===== src/rtl/pipelined_control_unit.sv =====
// ID-stage decoder whose control bundle is registered into EX, with a
// HI/LO interlock, a handshaked GPIO read and stall/flush handling.
module pipelined_control_unit #(
    parameter int unsigned MULT_CYCLES  = 4,
    parameter int unsigned LUI_SHAMT    = 16,
    parameter int unsigned GPIO_TIMEOUT = 255
) (
    input  logic        clk,
    input  logic        rst,
    input  logic        instr_valid_ID,
    input  logic [31:0] instruction_ID,
    input  logic        stall_in,
    input  logic        flush,
    input  logic        gpio_in_ack,
    output logic        valid_EX,
    output logic [3:0]  alu_op_EX,
    output logic [4:0]  shamt_EX,
    output logic        enhilo_EX,
    output logic [1:0]  regsel_EX,
    output logic        regwrite_EX,
    output logic        rdrt_EX,
    output logic        memwrite_EX,
    output logic [1:0]  alu_src_EX,
    output logic        gpio_out_EX,
    output logic        gpio_in_EX,
    output logic        gpio_err_EX,
    output logic        illegal_EX,
    output logic        stall_FETCH,
    output logic        mult_busy
);
    localparam int TW = (GPIO_TIMEOUT > 1) ? $clog2(GPIO_TIMEOUT + 1) : 1;
    localparam logic [TW-1:0] TO = TW'(GPIO_TIMEOUT);

    typedef struct packed {
        logic       valid;
        logic [3:0] alu_op;
        logic [4:0] shamt;
        logic       enhilo;
        logic [1:0] regsel;
        logic       regwrite;
        logic       rdrt;
        logic       memwrite;
        logic [1:0] alu_src;
        logic       gpio_out;
        logic       gpio_in;
        logic       gpio_err;
        logic       illegal;
    } ctrl_t;

    typedef enum logic {G_IDLE, G_WAIT} gpio_state_t;

    ctrl_t       dec, ex, ex_next;
    gpio_state_t gst, gst_next;
    logic [TW-1:0] timer, timer_next;
    logic [3:0]  cnt, cnt_next;
    logic        bad, hilo_use, interlock, load_ex;
    logic        gpio_pending, timeout_fire, hold;
    logic [5:0]  op, fn;
    logic [4:0]  sh;

    assign op = instruction_ID[31:26];
    assign fn = instruction_ID[5:0];
    assign sh = instruction_ID[10:6];

    always_comb begin
        dec       = '0;
        dec.valid = 1'b1;
        bad       = 1'b0;
        if (instruction_ID != 32'd0) begin
            if (op == 6'd0) begin
                dec.regwrite = 1'b1;
                case (fn)
                    6'b100000, 6'b100001: dec.alu_op = 4'b0100;
                    6'b100010, 6'b100011: dec.alu_op = 4'b0101;
                    6'b100100: dec.alu_op = 4'b0000;
                    6'b100101: dec.alu_op = 4'b0001;
                    6'b100111: dec.alu_op = 4'b0010;
                    6'b100110: dec.alu_op = 4'b0011;
                    6'b101010: dec.alu_op = 4'b1100;
                    6'b101011: dec.alu_op = 4'b1101;
                    6'b000000: begin
                        dec.alu_op = 4'b1000;
                        dec.shamt  = sh;
                    end
                    6'b000010: begin
                        dec.alu_op   = 4'b1001;
                        dec.shamt    = sh;
                        dec.gpio_out = (sh == 5'd0);
                    end
                    6'b000011: begin
                        dec.alu_op  = 4'b1010;
                        dec.shamt   = sh;
                        dec.gpio_in = (sh == 5'd0);
                        dec.regsel  = (sh == 5'd0) ? 2'd1 : 2'd0;
                    end
                    6'b011000, 6'b011001: begin
                        dec.alu_op   = {3'b011, fn[0]};
                        dec.enhilo   = 1'b1;
                        dec.regwrite = 1'b0;
                    end
                    6'b010000: dec.regsel = 2'd1;
                    6'b010010: dec.regsel = 2'd2;
                    default:   bad = 1'b1;
                endcase
            end else begin
                dec.regwrite = 1'b1;
                dec.rdrt     = 1'b1;
                case (op)
                    6'b001000, 6'b001001: begin
                        dec.alu_op  = 4'b0100;
                        dec.alu_src = 2'd1;
                    end
                    6'b001010: begin
                        dec.alu_op  = 4'b1100;
                        dec.alu_src = 2'd1;
                    end
                    6'b001100: dec.alu_src = 2'd2;
                    6'b001101: begin
                        dec.alu_op  = 4'b0001;
                        dec.alu_src = 2'd2;
                    end
                    6'b001110: begin
                        dec.alu_op  = 4'b0011;
                        dec.alu_src = 2'd2;
                    end
                    6'b001111: begin
                        dec.alu_op  = 4'b1000;
                        dec.shamt   = 5'(LUI_SHAMT);
                        dec.alu_src = 2'd2;
                    end
                    default: bad = 1'b1;
                endcase
            end
        end
        if (bad) begin
            dec         = '0;
            dec.valid   = 1'b1;
            dec.illegal = 1'b1;
        end
    end

    // HI/LO is free for a reader issued while the counter is on its last cycle
    assign hilo_use  = (op == 6'd0) && (fn == 6'b010000 || fn == 6'b010010 ||
                                        fn == 6'b011000 || fn == 6'b011001);
    assign interlock = instr_valid_ID && hilo_use && (cnt > 4'd1);

    assign gpio_pending = ex.gpio_in && !gpio_in_ack;
    assign timeout_fire = (GPIO_TIMEOUT != 0) && (gst == G_WAIT) &&
                          gpio_pending && (timer == TO);
    assign hold         = stall_in || gpio_pending;
    assign load_ex      = !hold && !flush && !interlock && instr_valid_ID;
    assign stall_FETCH  = hold || (!flush && interlock);

    // On timeout the read stays in EX one more cycle, marked failed
    always_comb begin
        ex_next = ex;
        if (timeout_fire) begin
            ex_next.regwrite = 1'b0;
            ex_next.gpio_in  = 1'b0;
            ex_next.gpio_err = 1'b1;
        end else if (hold) begin
            ex_next.gpio_err = 1'b0;
        end else if (load_ex) begin
            ex_next = dec;
        end else begin
            ex_next = '0;
        end
    end

    always_comb begin
        gst_next   = gst;
        timer_next = timer;
        case (gst)
            G_IDLE: if (gpio_pending) begin
                gst_next   = G_WAIT;
                timer_next = TW'(1);
            end
            G_WAIT: if (!gpio_pending || timeout_fire) begin
                gst_next   = G_IDLE;
                timer_next = '0;
            end else if (timer != TO) begin
                timer_next = timer + TW'(1);
            end
            default: gst_next = G_IDLE;
        endcase
    end

    always_comb begin
        cnt_next = cnt;
        if (load_ex && dec.enhilo)
            cnt_next = 4'(MULT_CYCLES);
        else if (cnt != 4'd0)
            cnt_next = cnt - 4'd1;
    end

    always_ff @(posedge clk or posedge rst) begin
        if (rst) begin
            ex    <= '0;
            gst   <= G_IDLE;
            timer <= '0;
            cnt   <= '0;
        end else begin
            ex    <= ex_next;
            gst   <= gst_next;
            timer <= timer_next;
            cnt   <= cnt_next;
        end
    end

    assign valid_EX    = ex.valid;
    assign alu_op_EX   = ex.alu_op;
    assign shamt_EX    = ex.shamt;
    assign enhilo_EX   = ex.enhilo;
    assign regsel_EX   = ex.regsel;
    assign regwrite_EX = ex.regwrite;
    assign rdrt_EX     = ex.rdrt;
    assign memwrite_EX = ex.memwrite;
    assign alu_src_EX  = ex.alu_src;
    assign gpio_out_EX = ex.gpio_out;
    assign gpio_in_EX  = ex.gpio_in;
    assign gpio_err_EX = ex.gpio_err;
    assign illegal_EX  = ex.illegal;
    assign mult_busy   = (cnt != 4'd0);
endmodule

===== config.mk =====
export PLATFORM = sky130hd
export DESIGN_NAME = pipelined_control_unit
export DESIGN_NICKNAME = d
export VERILOG_FILES = /design/src/rtl/pipelined_control_unit.sv
export SDC_FILE = /design/constraint.sdc
export NUM_CORES = 1
export LEC_CHECK = 0
export BUFFER_PORTS_ARGS = -buffer_cell sky130_fd_sc_hd__buf_4
export CORE_MARGIN = 2
export CORE_UTILIZATION = 25
export DETAILED_ROUTE_END_ITERATION = 10
export PLACE_DENSITY_LB_ADDON = 0.2
export SETUP_SLACK_MARGIN = 0.15
export SLEW_MARGIN = 20
export SYNTH_ARGS = -nofsm -noshare
export SYNTH_HDL_FRONTEND = slang
export SYNTH_SLANG_ARGS = --single-unit

===== constraint.sdc =====
create_clock -name clk -period 3.8 [get_ports clk]
set_clock_uncertainty 0.05 [all_clocks]
set_input_delay 0.76 -clock clk [delete_from_list [all_inputs] [get_ports clk]]
set_output_delay 0.76 -clock clk [all_outputs]
set_load 0.03 [all_outputs]

==> impl_metrics.json <==
{
  "initial_utilization": 0.254,
  "diodes": 0,
  "drc": 0,
  "worstHoldStart": "enhilo_EX$_DFFE_PP0P_",
  "synth_compound_area_frac": 0.186,
  "cts_setup_buffers": 0,
  "async_reset_ff_frac": 1.00,
  "clock_sinks": 34,
  "seq_area_sq_um": 851,
  "layout_commonest_cell": "buf_4",
  "fin_nets": 319,
  "final_cell_mix": "buf_4 (63), dfrtp_1 (34), nand2_1 (26), nor2_1 (19), o21ai_0 (18)",
  "synth_top_family_by_area": "simple AND/OR/NAND/NOR gates",
  "grt_max_degree": 35,
  "cts_max_path_buffers": 2,
  "r2r-start": "gpio_in_EX$_DFFE_PP0P_",
  "r2r.worst_path.cells": 5,
  "num_vias": 1863,
  "fmax_mhz": 335,
  "grt.overflow.total": 0,
  "syn_to_final_growth_pct": 32.6,
  "worst_ir_drop_vdd_v": 0.000131,
  "synth.avg_cell_area_sq_um": 9.42,
  "die_w_microns": 94.7,
  "rows": 33,
  "yosysWarningCount": 0,
  "critPathCaptureType": "output port",
  "root_buffer": "clkbuf_8",
  "synthMuxAreaShare": 0.0158,
  "ys_ff_latch": 34,
  "htreeDepth": 2,
  "multiInputGateArea_sq_um": 1110,
  "numCtsBuffers": 5,
  "maxCapViolations": 0,
  "post_cts_resized": 0,
  "p_per_area_nw_per_um2": 380,
  "synth_nets": 259,
  "r2r_end": "regsel_EX[1]$_DFFE_PP0P_",
  "hold_depth": 2,
  "yosys.area_share.simple": 0.298,
  "drt_iter0_markers": 50,
  "relSlewSlack": 0.456,
  "grt_usage": 0.131,
  "wire_per_inst_microns": 14.7,
  "grt_first_pass_wirelength_microns": 9070,
  "status": "completed",
  "rsz0062_at_grt": "false",
  "holdBufCountCts": 0,
  "grt_pass1_vias": 1792,
  "startpoint_type": "primary input",
  "drive_above_1_share": 0.330,
  "setup_viol": 0,
  "synth_area_sq_um": 2050,
  "cp_cell_sequence": "buf_4, or3b_2, nor4b_4, buf_4, nand3b_1, nand2_1, buf_4",
  "critPathKind": "in -> out",
  "path_buf_inv": 3,
  "coreArea_sq_um": 8090,
  "clk_pin_slew_ns": 0.07,
  "vias_per_cell": 4.85,
  "cts_tree": "done",
  "reg2reg_slack_ns": 1.44,
  "crit_path_max_incr_delay_ns": 0.51,
  "ys.flop_type": "dfrtp_1",
  "synthXorXnorAreaFrac": 0.0213,
  "report.final.slew_viol_count": 0,
  "antenna_found_initial": 0,
  "critPathMaxFanout": 10,
  "place_inst": 376,
  "drtAntennaViolNets": 0,
  "ioPinCount": 62,
  "path_delay_family": "simple AND/OR/NAND/NOR gates",
  "layoutNonFillerInstCount": 384,
  "tns_ns": 0,
  "timing.final.crit_share": 0.787,
  "required_ns": 2.99,
  "worst_pin_slew_ns": 0.810,
  "min_period_ns": 2.99,
  "syn_inst": 218,
  "firstDrtPassIters": 4,
  "synth-edff-count": 0,
  "cpMostUsedCell": "buf_4",
  "hpwl_microns": 4350,
  "ys_seq_area_frac": 0.414,
  "leakage_nw": 1.25,
  "die_h_microns": 94.7,
  "slowest_stage": "or3b_2",
  "hold_viol": 0,
  "clkLatencyLatePin_ns": 0.28,
  "ys_types": 53,
  "arrival_ns": 2.18,
  "nFillCells": 890,
  "synth_fa_ha_area_frac": 0.0183,
  "hold_class": "reg -> reg",
  "routed_wirelength_microns": 5630,
  "numPortBuffers": 60,
  "dieArea_sq_um": 8960,
  "holdPathEnd": "enhilo_EX$_DFFE_PP0P_",
  "gp_congestion": 0.835
}
## worst max path at each step
stage	endpoint	startpoint	cells after the start	slack, ns
2_1_floorplan	stall_FETCH	instruction_ID[2]	5	0.86
3_3_place_gp	stall_FETCH	instruction_ID[2]	7	0.81
3_5_place_dp	stall_FETCH	instruction_ID[2]	7	0.81
4_1_cts	stall_FETCH	instruction_ID[2]	7	0.81
5_1_grt	stall_FETCH	instruction_ID[2]	7	0.70
6_report	stall_FETCH	instruction_ID[2]	7	0.81
## worst register-to-register path, stage by stage, from the launching register on
cell      delay [ns]
dfrtp_1         0.43
nor2b_1         0.17
or4b_1          0.50
a2111o_1        0.43
nor2_1          0.46
a32o_1          0.26
## power breakdown
group,internal (mW),leakage (nW),switching (mW)
clock network,0.280,0.0714,0.132
registers,0.386,0.466,0.0215
logic,0.0998,0.716,0.115
## layout make-up
type	count	area share
repair buffers	63	0.174
multi-input cells	170	0.408
well taps	105	0.0482
clock inverters	2	0.0220
clock buffers	6	0.0303
inverters	4	0.00551
flip-flops and latches	34	0.312
## flip-flops by register name (all words and copies together), names as in the netlist, 2 cells and up
signal / cells
alu_op_EX: 4
alu_src_EX: 2
cnt: 4
regsel_EX: 2
shamt_EX: 5
timer: 8
## through the flow
stage,worst slack [ns],power (mW),utilization,area [sq um],hold slack [ns]
after global routing,0.696,1.09,0.337,2720,0.476
final,0.811,1.03,0.337,2720,0.442
after floorplan,0.863,0.557,-,2050,0.414
after detailed placement,0.809,0.632,0.319,2580,0.431
after CTS,0.808,1.05,0.337,2720,0.450
after global placement,0.807,0.629,0.319,2580,0.422
## per-layer routing
| metal | GRT usage | routed length (microns) |
|---|---|---|
| met1 | 0.172 | 2560 |
| met2 | 0.212 | 2660 |
| met3 | 0.0311 | 346 |
| met4 | 0.0399 | 61 |
| met5 | 0 | 0 |
## cells in the mapped netlist (2+ instances only)
cell type	count	area, sq um
nand2_1	26	97.6
nand3_1	4	20.0
a32o_1	5	50.1
nor3_1	10	50.1
nor3b_1	3	22.5
o21ai_0	18	90.1
or2_2	2	12.5
nand3b_1	3	22.5
a22o_2	4	40.0
inv_1	4	15.0
ha_1	3	37.5
or4b_1	2	20.0
a22oi_1	2	15.0
dfrtp_1	34	851
buf_2	5	25.0
and3_1	4	25.0
nor2_1	19	71.3
buf_6	4	45.0
a21oi_1	9	45.0
nor4_1	4	25.0
nor2b_1	4	25.0
nand2b_1	5	31.3
xor2_1	2	17.5
xnor2_1	3	26.3
o31ai_1	2	15.0
mux2_2	2	22.5
a22o_1	7	61.3
nand4_1	2	12.5
or4_4	2	22.5
## cell families after synthesis
family	count (synthesis)
adders and majority gates	3
and+or+nand+nor	104
AOI/OAI and AO/OA	54
buffers and inverters	14
muxes	3
DFF	34
xor gates and xnor gates	5
other	1
No activity file was read; power rests on OpenSTA's default activity.
